## config.mk

```make
export PLATFORM = sky130hd
export DESIGN_NAME = button_event_flat
export DESIGN_NICKNAME = d
export VERILOG_FILES = /design/src/rtl/button_pkg.sv /design/src/rtl/button_event_if.sv /design/src/rtl/button_event.sv /design/src/flat_wrapper.sv
export SDC_FILE = /design/constraint.sdc
export NUM_CORES = 1
export LEC_CHECK = 0
export CORE_MARGIN = 5
export CORE_UTILIZATION = 35
export DETAILED_ROUTE_END_ITERATION = 8
export PLACE_DENSITY_LB_ADDON = 0.1
export SLEW_MARGIN = 20
export SYNTH_ARGS = -nofsm -noshare
export SYNTH_HDL_FRONTEND = slang
export SYNTH_SLANG_ARGS = --single-unit
export TNS_END_PERCENT = 30
```

## constraint.sdc

```tcl
create_clock -name clk -period 2.8 [get_ports clk]
set_input_delay 0.56 -clock clk [delete_from_list [all_inputs] [get_ports clk]]
set_output_delay 0.56 -clock clk [all_outputs]
set_load 0.005 [all_outputs]
```

## src/rtl/button_pkg.sv

```systemverilog
// Shared state encoding and default hold-timing constants for the button event stage.
package button_pkg;

  localparam logic [1:0] IDLE  = 2'b00;
  localparam logic [1:0] PRESS = 2'b01;
  localparam logic [1:0] LONG  = 2'b10;

  localparam int DEF_DVSR      = 100000;
  localparam int DEF_LONG_MS   = 1000;
  localparam int DEF_REPEAT_MS = 200;

  typedef enum logic [1:0] {
    S_IDLE  = IDLE,
    S_PRESS = PRESS,
    S_LONG  = LONG
  } state_e;

  function automatic int max2(input int a, input int b);
    return (a > b) ? a : b;
  endfunction

endpackage

```

## src/rtl/button_event_if.sv

```systemverilog
// Debounced button level in, one-cycle user events and held level out.
interface button_event_if;
  logic db;
  logic press_tick;
  logic release_tick;
  logic short_press;
  logic long_press;
  logic repeat_tick;
  logic held;

  modport master (
    output db,
    input  press_tick, release_tick, short_press, long_press, repeat_tick, held
  );

  modport slave (
    input  db,
    output press_tick, release_tick, short_press, long_press, repeat_tick, held
  );
endinterface

```

## src/rtl/button_event.sv

```systemverilog
// Turns a debounced button level into press/release/short/long/repeat pulses.
// The hold prescaler restarts on every press so long_press timing is exact.
module button_event
  import button_pkg::*;
#(
  parameter int DVSR      = DEF_DVSR,
  parameter int LONG_MS   = DEF_LONG_MS,
  parameter int REPEAT_MS = DEF_REPEAT_MS
) (
  input  logic         clk,
  input  logic         reset,
  button_event_if.slave bus
);

  localparam int PRE_W = $clog2(DVSR);
  localparam int MS_W  = $clog2(max2(LONG_MS, REPEAT_MS) + 1);

  localparam logic [PRE_W-1:0] PRE_LAST  = PRE_W'(DVSR - 1);
  localparam logic [PRE_W-1:0] PRE_ONE   = PRE_W'(1);
  localparam logic [MS_W-1:0]  LONG_LAST = MS_W'(LONG_MS - 1);
  localparam logic [MS_W-1:0]  REP_LAST  = MS_W'((REPEAT_MS == 0) ? 0 : REPEAT_MS - 1);
  localparam logic [MS_W-1:0]  MS_ONE    = MS_W'(1);

  state_e           r_state;
  logic             r_db_q;
  logic [PRE_W-1:0] r_pre_cnt;
  logic [MS_W-1:0]  r_ms_cnt;
  logic             r_press_tick;
  logic             r_release_tick;
  logic             r_short_press;
  logic             r_long_press;
  logic             r_repeat_tick;
  logic             r_held;

  logic w_rise;
  logic w_fall;
  logic w_ms_tick;
  logic [PRE_W-1:0] w_pre_next;

  assign w_rise     = bus.db & ~r_db_q;
  assign w_fall     = ~bus.db & r_db_q;
  assign w_ms_tick  = (r_state != S_IDLE) && (r_pre_cnt == PRE_LAST);
  assign w_pre_next = (r_pre_cnt == PRE_LAST) ? '0 : r_pre_cnt + PRE_ONE;

  always_ff @(posedge clk or posedge reset) begin
    if (reset) begin
      r_state        <= S_IDLE;
      r_db_q         <= 1'b0;
      r_pre_cnt      <= '0;
      r_ms_cnt       <= '0;
      r_press_tick   <= 1'b0;
      r_release_tick <= 1'b0;
      r_short_press  <= 1'b0;
      r_long_press   <= 1'b0;
      r_repeat_tick  <= 1'b0;
      r_held         <= 1'b0;
    end else begin
      r_db_q         <= bus.db;
      r_press_tick   <= 1'b0;
      r_release_tick <= 1'b0;
      r_short_press  <= 1'b0;
      r_long_press   <= 1'b0;
      r_repeat_tick  <= 1'b0;

      case (r_state)
        S_IDLE: begin
          r_held <= 1'b0;
          if (w_rise) begin
            r_state      <= S_PRESS;
            r_press_tick <= 1'b1;
            r_held       <= 1'b1;
            r_pre_cnt    <= '0;
            r_ms_cnt     <= '0;
          end
        end

        // Fall wins over the long threshold on the same edge.
        S_PRESS: begin
          r_pre_cnt <= w_pre_next;
          if (w_fall) begin
            r_state        <= S_IDLE;
            r_release_tick <= 1'b1;
            r_short_press  <= 1'b1;
            r_held         <= 1'b0;
          end else if (w_ms_tick) begin
            if (r_ms_cnt == LONG_LAST) begin
              r_state      <= S_LONG;
              r_long_press <= 1'b1;
              r_ms_cnt     <= '0;
            end else begin
              r_ms_cnt <= r_ms_cnt + MS_ONE;
            end
          end
        end

        S_LONG: begin
          r_pre_cnt <= w_pre_next;
          if (w_fall) begin
            r_state        <= S_IDLE;
            r_release_tick <= 1'b1;
            r_held         <= 1'b0;
          end else if (w_ms_tick) begin
            if ((REPEAT_MS != 0) && (r_ms_cnt == REP_LAST)) begin
              r_repeat_tick <= 1'b1;
              r_ms_cnt      <= '0;
            end else begin
              r_ms_cnt <= r_ms_cnt + MS_ONE;
            end
          end
        end

        default: begin
          r_state <= S_IDLE;
          r_held  <= 1'b0;
        end
      endcase
    end
  end

  assign bus.press_tick   = r_press_tick;
  assign bus.release_tick = r_release_tick;
  assign bus.short_press  = r_short_press;
  assign bus.long_press   = r_long_press;
  assign bus.repeat_tick  = r_repeat_tick;
  assign bus.held         = r_held;

endmodule

```

## src/flat_wrapper.sv

```systemverilog
// flat-port wrapper written by rule: the top's interface ports become plain ports
module button_event_flat import button_pkg::*;
#(
  parameter int DVSR      = DEF_DVSR,
  parameter int LONG_MS   = DEF_LONG_MS,
  parameter int REPEAT_MS = DEF_REPEAT_MS
)
  (clk, reset, bus_db, bus_press_tick, bus_release_tick, bus_short_press, bus_long_press, bus_repeat_tick, bus_held);
  button_event_if bus_i ();
  input  logic clk;
  input  logic reset;
  input wire logic [$bits(bus_i.db)-1:0] bus_db;
  output wire logic [$bits(bus_i.press_tick)-1:0] bus_press_tick;
  output wire logic [$bits(bus_i.release_tick)-1:0] bus_release_tick;
  output wire logic [$bits(bus_i.short_press)-1:0] bus_short_press;
  output wire logic [$bits(bus_i.long_press)-1:0] bus_long_press;
  output wire logic [$bits(bus_i.repeat_tick)-1:0] bus_repeat_tick;
  output wire logic [$bits(bus_i.held)-1:0] bus_held;
  assign bus_i.db = bus_db;
  assign bus_press_tick = bus_i.press_tick;
  assign bus_release_tick = bus_i.release_tick;
  assign bus_short_press = bus_i.short_press;
  assign bus_long_press = bus_i.long_press;
  assign bus_repeat_tick = bus_i.repeat_tick;
  assign bus_held = bus_i.held;
  button_event #(.DVSR(DVSR), .LONG_MS(LONG_MS), .REPEAT_MS(REPEAT_MS)) u_core (.clk(clk), .reset(reset), .bus(bus_i));
endmodule
```

Yosys cells after proc, flatten, opt, wreduce, memory -nomap -nowiden
Cells that the tools add are included.
{ "totals": {"reg_bits": 36, "latchBits": 0, "ram_bits": 0, "romBits": 0, "in_bits": 3, "output_inout_bits": 6, "word_cells": 71, "n_memories": 0} }
{ "classes": {"add_sub_neg": 2, "n_mul": 0, "div": 0, "n_lt_le_gt_ge": 0, "eq_ne": 14, "shifts": 0, "muxes": 32, "bitwise_logic": 4, "n_reduce_logical": 9} }
{ "op_table": {"columns": ["operator", "n"], "rows": [
  ["$mux W10", 7],
  ["$mux W17", 2],
  ["$pmux W17 S2", 1],
  ["$pmux W10 S3", 1],
  ["$add A17 B1 Y17 const B", 1],
  ["$eq A17 B17 Y1 const B", 1],
  ["$mux W1", 14],
  ["$add A10 B1 Y10 const B", 1],
  ["$eq A10 B10 Y1 const B", 1],
  ["$eq A10 B8 Y1 const B", 1],
  ["$mux W2", 5],
  ["$ne A2 B1 Y1 const B", 5],
  ["$ne A3 B1 Y1 const B", 2],
  ["$pmux W2 S3", 1],
  ["$reduce_and A6 Y1", 1],
  ["$ne A2 B2 Y1 const B", 2],
  ["$reduce_and A4 Y1", 1],
  ["$reduce_bool A2 Y1", 2],
  ["$reduce_bool A3 Y1", 1],
  ["$and A1 B1 Y1", 2],
  ["$eq A2 B1 Y1 const B", 1],
  ["$eq A2 B2 Y1 const B", 1],
  ["$logic_not A2 Y1", 1],
  ["$not A1 Y1", 2],
  ["other kinds (4)", 4]
]} }

Longest topological paths before layout
Gate-level depths: netlist of the first run.
{ "depth": {"ltp_word": 5, "depth_mapped": 8, "mapped_depth_nobuf": 7} }

Worst setup path before layout of the first run
OpenSTA, ideal clock, no wires.
{ "synth_timing": {"path_kind": "reg2reg", "startpoint": "register u_core.r_state[0]", "endpoint": "register u_core.r_ms_cnt[6]", "arrival_ps": 1833, "setup_slack_ps": 846, "path_stages_with_launch": 9, "n_path_buf": 2, "period_less_slack_ps": 1954, "cell_sequence": "dfrtp_1 inv_1 ha_1 buf_6 or3_1 o22a_4 buf_6 a21o_1 a22o_1"} }
{ "synth_between": {"elab_chain_cells": 4, "elab_cells_between_ends": 13, "cone_classes": "eq/ne (7); mux (1); reduce/logical (5)"} }
{ "synth_lines": {"columns": ["element", "line_no", "rtl"], "rows": [
  ["start, declared", "button_event.sv:24", "state_e r_state;"],
  ["start signal, assigned", "button_event.sv:47", "r_state <= S_IDLE;"],
  ["start signal, assigned", "button_event.sv:69", "r_state <= S_PRESS;"],
  ["start signal, assigned", "button_event.sv:81", "r_state <= S_IDLE;"],
  ["$reduce_bool A2 Y1", "button_event.sv:42", "assign w_ms_tick = (r_state != S_IDLE) && (r_pre_cnt == PRE_LAST);"],
  ["$logic_and A1 B1 Y1", "button_event.sv:42", null],
  ["$ne A2 B1 Y1 (no line)", null, null],
  ["$reduce_and A6 Y1 (no line)", null, null],
  ["end signal, assigned", "button_event.sv:91", "r_ms_cnt <= r_ms_cnt + MS_ONE;"],
  ["end signal, assigned", "button_event.sv:107", "r_ms_cnt <= r_ms_cnt + MS_ONE;"],
  ["end, declared", "button_event.sv:27", "logic [MS_W-1:0] r_ms_cnt;"]
]} }
Several ways; a longest one is shown, not always the timed one.
A chain may end at the register's enable or synchronous reset.

Worst setup path in the final report of the first run
{ "layout_timing": {"startpoint": "input bus_db", "endpoint": "register u_core.r_ms_cnt[9]"} }
{ "layout_between": {"elab_chain_cells": 4, "elab_cells_between_ends": 7, "cone_classes": "eq/ne (3); bitwise (3); reduce/logical (1)"} }
{ "layout_lines": {"columns": ["element", "line_no", "rtl"], "rows": [
  ["start, declared", "flat_wrapper.sv:12", "input wire logic [$bits(bus_i.db)-1:0] bus_db;"],
  ["$not A1 Y1", "button_event.sv:41", "assign w_fall = ~bus.db & r_db_q;"],
  ["$and A1 B1 Y1", "button_event.sv:41", null],
  ["$ne A2 B2 Y1 (no line)", null, null],
  ["$reduce_and A6 Y1 (no line) *", null, null]
]} }
Mark *: on every way between the ends. The rest lies on a longest branch, timed or not.

==> flow_summary.ini, run 1 <==
[timing]
tns_ns = 0
timing.hold.ws_ns = 0.536
setup_viol = 0
tightestPinTransition_ns = 0.599
period_minus_slack_ns = 2.11
slew_viol_final = 0
max_slew_margin_pct = 60.0
timing.final.ws_setup_ns = 0.693
fin_crit_sh_pct = 75.2
finalHoldViolations = 0
rsz0062_at_grt = no
clock_skew_ns = 0.00480
max_freq_mhz = 475

[clock_tree]
htreeDepth = 2
cts_tree = yes
cts-resized-gates = 0
clock_latency_ns = 0.28
root_buffer = clkbuf_8
cts.sinks = 36
clk_pin_slew_ns = 0.07
cts_buffers = 5
postCtsHoldBufs = 0
cts_setup_buffers = 0
cts_buffer_depth = 2

[pwr]
p_per_area_nw_per_um2 = 714
switching_share_pct = 37.1
p_leak_nw = 1.04
power.internal_mw = 0.999
peakVddDrop_v = 0.000402
combinationalPowerShare_pct = 40.1
p_switching_mw = 0.588
p_seq_share_pct = 38.4
clkPwrFrac_pct = 21.5

[floorplan]
coreArea_um2 = 5510
start_util_pct = 36.2
rows = 27
io_pins = 9
die_w_um = 85.5
die_height_um = 85.5
dieArea_um2 = 7310

[global_route]
grt_pass1_vias = 1489
grt.total_usage_pct = 12.0
grt.overflow.total = 0
grt_pass1_wl_um = 6890
grt_max_degree = 37
antenna_found_initial = 0

[critical_path]
cp_top_family = compound AO/OA/AOI/OAI gates
path_cells = clkdlybuf4s50_1 > nor2b_1 > or3_1 > o22a_4 > a21o_1 > a22o_1
critPathMaxFanout = 12
startpoint = bus_db
path_class = primary input to register
startpoint_type = primary input
max_stage_delay_ns = 0.56
cp_data_required_time_ns = 2.97
end_kind = register
cp_slowest_cell = clkdlybuf4s50_1
crit_buf_inv = 1
reg2reg_from = u_core.r_state[0]
cp.arrival_ns = 2.28

[placement]
io_buffers = 8
post-place-ws_ns = 0.405
dp_hpwl_um = 2880
finalWeightedCongestion = 0.803

[flow_run]
maxCapViolations = 0

[detailed_routing]
final_antenna_net_count = 0
dr.pass1.iters = 4
wl_per_cell_um = 14.4
finalWirelength_um = 4020
vias_per_cell = 5.20
drtIter0Drc = 52
drc = 0
num_vias = 1450

[synth]
async_flop_share_pct = 100
synth_edf_count = 0
synth_ff_type = dfrtp_1
syn_avg_cell_area_um2 = 10.3
yosysMostFrequentCell = dfrtp_1
synth_top_area_share_pct = 45.2
synthesis.nets = 203
ys_warn_count = 0
syn_inst = 194
ys_ff_latch = 36
ys_types = 47
seq_area_frac_synth_pct = 45.2
ys_top_cells_by_area = dfrtp_1, xor2_1, nor2_1
synth_common_cells = dfrtp_1, nor2_1, nand2_1, xor2_1, nand3_1
synth_top_area_cell = dfrtp_1
synth_area_um2 = 1990

[run_status]
status = finished, final reports clean

[final_layout]
utilization_pct = 40.4
fill_cells = 541
layout.nets = 216
n_antenna_cell = 0
area_delta_synth_final_pct = 11.5
multiInputGateArea_um2 = 1030
seq_area_um2 = 901
drive_above_1_share_pct = 14.0

[min_path]
hold_path.class = register to register
min-delay-start = u_core.r_pre_cnt[0]
## cell type report
type,count,area share (%)
tap,72,4.05
sequential,36,40.5
clock inverter,1,0.225
inverter,6,1.01
multi-input combinational,147,46.3
clock buffer,6,3.26
timing repair buffer,11,4.61
## cell families after synthesis
| logic type | synth area share, % |
|---|---|
| and+or+nand+nor | 28.1 |
| DFF | 45.2 |
| AOI/OAI and AO/OA | 13.0 |
| xor gates and xnor gates | 6.15 |
| buffers and inverters | 3.20 |
| adders and majority gates | 3.76 |
| muxes | 0.565 |
## sequential cells by signal, indices dropped and copies added (netlist names)
name                     flops
u_core.r_state               2
u_core.bus.short_press       1
u_core.bus.held              1
u_core.bus.press_tick        1
u_core.r_db_q                1
u_core.bus.release_tick      1
u_core.bus.long_press        1
u_core.r_pre_cnt            17
u_core.r_ms_cnt             10
u_core.bus.repeat_tick       1
## cells in the final DEF (no fill, tap or decap), types with 2 or more instances in the layout
| cell | synthesis | final |
|---|---|---|
| dfrtp_1 | 36 | 36 |
| nor2_1 | 26 | 26 |
| nand2_1 | 14 | 14 |
| xor2_1 | 13 | 13 |
| nand3_1 | 10 | 10 |
| nand4_1 | 9 | 9 |
| clkdlybuf4s50_1 | 0 | 8 |
| a21o_1 | 7 | 7 |
| and3_1 | 6 | 6 |
| a22o_1 | 6 | 6 |
| inv_1 | 6 | 6 |
| ha_1 | 6 | 6 |
| clkbuf_8 | 0 | 5 |
| nor3_1 | 4 | 4 |
| and4bb_2 | 3 | 3 |
| nor4_1 | 3 | 3 |
| nor2b_1 | 3 | 3 |
| and2_1 | 3 | 3 |
| buf_4 | 2 | 3 |
| or2_2 | 2 | 2 |
| and4_1 | 2 | 2 |
| a221o_1 | 2 | 2 |
| and2_2 | 2 | 2 |
| nand2b_1 | 2 | 2 |
| o21ai_0 | 2 | 2 |
## final timing paths
path	endpoint	slack, ns	cells past startpoint
max	u_core.r_ms_cnt[9]	0.69	6
min	u_core.r_pre_cnt[0]	0.54	1
max reg2reg	u_core.r_ms_cnt[9]	0.78	6
min reg2reg	u_core.r_pre_cnt[0]	0.54	1
max in group asynchronous	u_core.bus.held	1.79	3
min in group asynchronous	u_core.r_ms_cnt[4]	0.68	3
## power by group through the flow
stage	clock network (mW)	logic [mW]	registers, mW
floorplan	0	0.528	0.610
global placement	0	0.628	0.616
detailed placement	0	0.640	0.619
CTS	0.361	0.640	0.609
global route	0.380	0.715	0.616
finish	0.341	0.637	0.610
## per-layer routing
layer / up-vias / GRT usage (%) / part of all wire, %
li1: 724 / - / -
met1: 704 / 14.5 / 47
met2: 15 / 19.4 / 48
met3: 7 / 4.08 / 2.8
met4: 0 / 4.89 / 1.7
met5: - / 0 / 0
## through the flow
stage	std cells	power, mW	instance area (um2)
CTS	279	1.61	2220
detailed placement	272	1.26	2150
global route	279	1.71	2220
finish	279	1.59	2220
floorplan	194	1.14	1990
global placement	272	1.24	2150
Note: power is estimated with default switching activity, not from simulation.
==> run 2: changes to the inputs <==
- clock period: 2.8 -> 2 ns (I/O delays scaled with it)
==> flow_summary.ini, run 2 (synthesized netlist as in run 1, its figures left out) <==
[clock_tree]
cts_tree = yes
postCtsHoldBufs = 0
clock_latency_ns = 0.28
cts_buffer_depth = 2
root_buffer = clkbuf_8
cts_setup_buffers = 0
htreeDepth = 2
cts_buffers = 5
clk_pin_slew_ns = 0.07
cts.sinks = 36

[final_layout]
largest-register = u_core.r_pre_cnt
largest_reg_flops = 17
n_antenna_cell = 0
layout_common_cells = dfrtp_1, nor2_1, nand2_1
final_cells = 289
utilization_pct = 42.0
layout.nets = 225
area_delta_synth_final_pct = 15.9
largest_registers = u_core.r_pre_cnt (17), u_core.r_ms_cnt (10), u_core.r_state (2)
layout_commonest_cell = dfrtp_1
drive_above_1_share_pct = 18.4

[timing]
setup_viol = 0
tightestPinTransition_ns = 0.462
finalHoldViolations = 0
slew_viol_final = 0
tns_ns = 0
max_slew_margin_pct = 69.2
fin_crit_sh_pct = 94.7
max_freq_mhz = 528
period_minus_slack_ns = 1.89
rsz0062_at_grt = no
clock_skew_ns = 0.00251

[detailed_routing]
num_vias = 1508
final_antenna_net_count = 0
wl_per_cell_um = 14.6
dr.pass1.iters = 4
drc = 0
finalWirelength_um = 4230
drtIter0Drc = 52
vias_per_cell = 5.22

[critical_path]
cp_top_family = compound AO/OA/AOI/OAI gates
path_class = register to register
startpoint_type = register
max_stage_delay_ns = 0.39
critPathMaxFanout = 12
cp_slowest_cell = dfrtp_1
cp.arrival_ns = 2.07
crit_buf_inv = 0
path_cells = ha_1 > and4bb_2 > nand4_2 > o22a_4 > a21o_1 > a22o_1
end_kind = register
cp_data_required_time_ns = 2.18
r2r_slack_ns = 0.11

[run_status]
status = finished, final reports clean

[global_route]
grt_pass1_vias = 1559
antenna_found_initial = 0
grt_pass1_wl_um = 7600
grt.total_usage_pct = 13.0
grt.overflow.total = 0
grt_max_degree = 37

[flow_run]
maxCapViolations = 0

[floorplan]
start_util_pct = 36.2
die_w_um = 85.5
io_pins = 9
coreArea_um2 = 5510
rows = 27
dieArea_um2 = 7310
die_height_um = 85.5

[pwr]
clkPwrFrac_pct = 22.3
p_seq_share_pct = 35.9
power.internal_mw = 1.51
combinationalPowerShare_pct = 41.9
p_leak_nw = 1.09
p_switching_mw = 0.879
p_total_mw = 2.39
p_per_area_nw_per_um2 = 1030
peakVddDrop_v = 0.000525
switching_share_pct = 36.8

[placement]
dp_cells = 281
dp_hpwl_um = 3000
io_buffers = 8
finalWeightedCongestion = 0.794

[min_path]
hold_path.class = register to register
## run 2: changes by cell type in the layout (fill, tap and decap cells not counted), sizes merged
cell	delta
clkbuf	+2
clkinv	-1
buf	+9
## run 2: power groups by stage
stage	clock (mW)	combinational [mW]	sequential, mW
after floorplan	0	0.739	0.854
after global placement	0	0.951	0.863
after detailed placement	0	0.988	0.868
after CTS	0.560	0.992	0.854
after global routing	0.593	1.11	0.864
final	0.532	1.00	0.857
## run 2: tightest hold or removal path, cell delays in order, from the launching register on
cell and delay [ns]:
dfrtp_1 0.37, nand2_1 0.05, o21ai_0 0.06
## run 2: what timing repair did
action                     in CTS  in global routing
hold endpoints to repair        0                  0
gates resized for setup         0                  3
setup endpoints to repair       0                  9
## run 2: per-stage QoR
stage | setup slack [ns] | instance area, um2 | hold slack [ns]
finish | 0.106 | 2310 | 0.523
global route | 0.00283 | 2310 | 0.577
CTS | 0.0397 | 2300 | 0.533
detailed placement | -0.145 | 2210 | 0.516
global placement | -0.122 | 2210 | 0.498
floorplan | 0.0457 | 1990 | 0.431
## run 2: worst paths after layout
path / depth (start not counted) / endpoint / from
worst max-delay path: 6 / u_core.r_ms_cnt[5] / u_core.r_pre_cnt[0]
worst min-delay path: 2 / u_core.r_pre_cnt[1] / u_core.r_pre_cnt[1]
worst max register to register: 6 / u_core.r_ms_cnt[5] / u_core.r_pre_cnt[0]
worst min register to register: 2 / u_core.r_pre_cnt[1] / u_core.r_pre_cnt[1]
max in group asynchronous: 3 / u_core.bus.press_tick / reset
min in group asynchronous: 3 / u_core.r_pre_cnt[4] / reset
## run 2: final cells by class
class	count	area [um2]
tap	72	90.1
multi-input combinational	147	1040
clock buffer	8	90.1
fill	546	3190
timing repair buffer	20	170
sequential	36	901
inverter	6	22.5
## run 2: metal layers
metal	wire length, um	share of wire (%)	global-route usage, %
met5	0	0	0
met4	54	1.3	3.88
met3	97	2.3	3.20
met2	2000	47	21.0
met1	2080	49	17.1
==> run 3: changes to the inputs <==
- HOLD_SLACK_MARGIN: default -> 0.12
- SKIP_LAST_GASP: default -> 1
==> flow_summary.ini, run 3 (synthesized netlist as in run 1, its figures left out) <==
[run_status]
status = finished, final reports clean

[clock_tree]
cts_tree = yes
clock_latency_ns = 0.28
htreeDepth = 2
cts_buffers = 5
cts.sinks = 36
clk_pin_slew_ns = 0.07
root_buffer = clkbuf_8
cts_buffer_depth = 2

[final_layout]
layout_common_cells = dfrtp_1, nor2_1, nand2_1
n_antenna_cell = 0
final_cells = 289
layout.nets = 225
area_delta_synth_final_pct = 15.9
largest_registers = u_core.r_pre_cnt (17), u_core.r_ms_cnt (10), u_core.r_state (2)
largest-register = u_core.r_pre_cnt
fill_cells = 546
layout_commonest_cell = dfrtp_1
utilization_pct = 42.0
drive_above_1_share_pct = 18.0
largest_reg_flops = 17

[global_route]
antenna_found_initial = 0
grt_pass1_vias = 1559
grt_max_degree = 37
grt.total_usage_pct = 13.0
grt.overflow.total = 0
grt_pass1_wl_um = 7600

[timing]
setup_viol = 0
timing.final.ws_setup_ns = 0.0848
tightestPinTransition_ns = 0.462
clock_skew_ns = 0.00248
fin_crit_sh_pct = 95.8
max_slew_margin_pct = 69.2
period_minus_slack_ns = 1.92
finalHoldViolations = 0
max_freq_mhz = 522
rsz0062_at_grt = yes
tns_ns = 0
slew_viol_final = 0

[detailed_routing]
finalWirelength_um = 4230
drtIter0Drc = 52
dr.pass1.iters = 4
drc = 0
final_antenna_net_count = 0
wl_per_cell_um = 14.6
vias_per_cell = 5.22
num_vias = 1508

[floorplan]
coreArea_um2 = 5510
io_pins = 9
dieArea_um2 = 7310
die_height_um = 85.5
die_w_um = 85.5
rows = 27
start_util_pct = 36.2

[pwr]
peakVddDrop_v = 0.000525
p_leak_nw = 1.09
p_per_area_nw_per_um2 = 1030

[critical_path]
startpoint_type = register
cp_data_required_time_ns = 2.18
cp.arrival_ns = 2.09
path_class = register to register
critPathMaxFanout = 12
end_kind = register

[placement]
dp_hpwl_um = 3000
post-place-ws_ns = -0.145
finalWeightedCongestion = 0.794
dp_cells = 281
io_buffers = 8

[flow_run]
maxCapViolations = 0

[min_path]
hold_path.class = register to register
==> run 3: cell type report <==
class	count	area (um2)	share of cell area, %
clock buffer	8	90.1	3.90
timing repair buffer	20	170	7.36
inverter	6	22.5	0.974
tap	72	90.1	3.90
multi-input combinational	147	1040	44.9
sequential	36	901	39.0
==> run 3: final timing paths <==
check                                          from               endpoint  slack, ns  cells past startpoint
worst max-delay path              u_core.r_state[0]     u_core.r_ms_cnt[5]       0.08                      6
worst min-delay path            u_core.r_pre_cnt[1]    u_core.r_pre_cnt[1]       0.52                      2
worst max register to register    u_core.r_state[0]     u_core.r_ms_cnt[5]       0.08                      6
worst min register to register  u_core.r_pre_cnt[1]    u_core.r_pre_cnt[1]       0.52                      2
max in group asynchronous                     reset  u_core.bus.press_tick       1.15                      3
min in group asynchronous                     reset    u_core.r_pre_cnt[4]       0.53                      3
==> run 3: metal layers <==
layer | global-route usage (%) | up-vias | part of all wire (%)
li1 | - | 745 | -
met1 | 17.1 | 744 | 49
met2 | 21.0 | 14 | 47
met3 | 3.20 | 5 | 2.5
met4 | 3.88 | 0 | 1.3
met5 | 0 | - | 0
==> run 3: critical path, cell delays in order, from the launching register on <==
cell	delay, ns
dfrtp_1	0.41
inv_1	0.10
ha_1	0.22
or3_1	0.38
o22a_4	0.29
a21o_1	0.18
a22o_1	0.22
==> run 3: stage by stage <==
stage	total power [mW]	area [um2]	hold slack, ns
finish	2.39	2310	0.523
global route	2.56	2310	0.577
CTS	2.41	2300	0.533
detailed placement	1.86	2210	0.516
global placement	1.81	2210	0.498
floorplan	1.59	1990	0.431
==> run 3: where the power goes <==
group	internal [mW]	total [mW]	switching, mW	leakage (nW)
registers	0.795	0.855	0.0600	0.494
logic	0.433	1.00	0.567	0.555
clock network	0.281	0.532	0.251	0.0455
total	1.51	2.39	0.879	1.09
==> run 3: timing repair <==
action                     CTS  global route
gates resized for setup      0             2
buffers inserted             0             0
hold buffers                 0             0
setup endpoints to repair    0             9
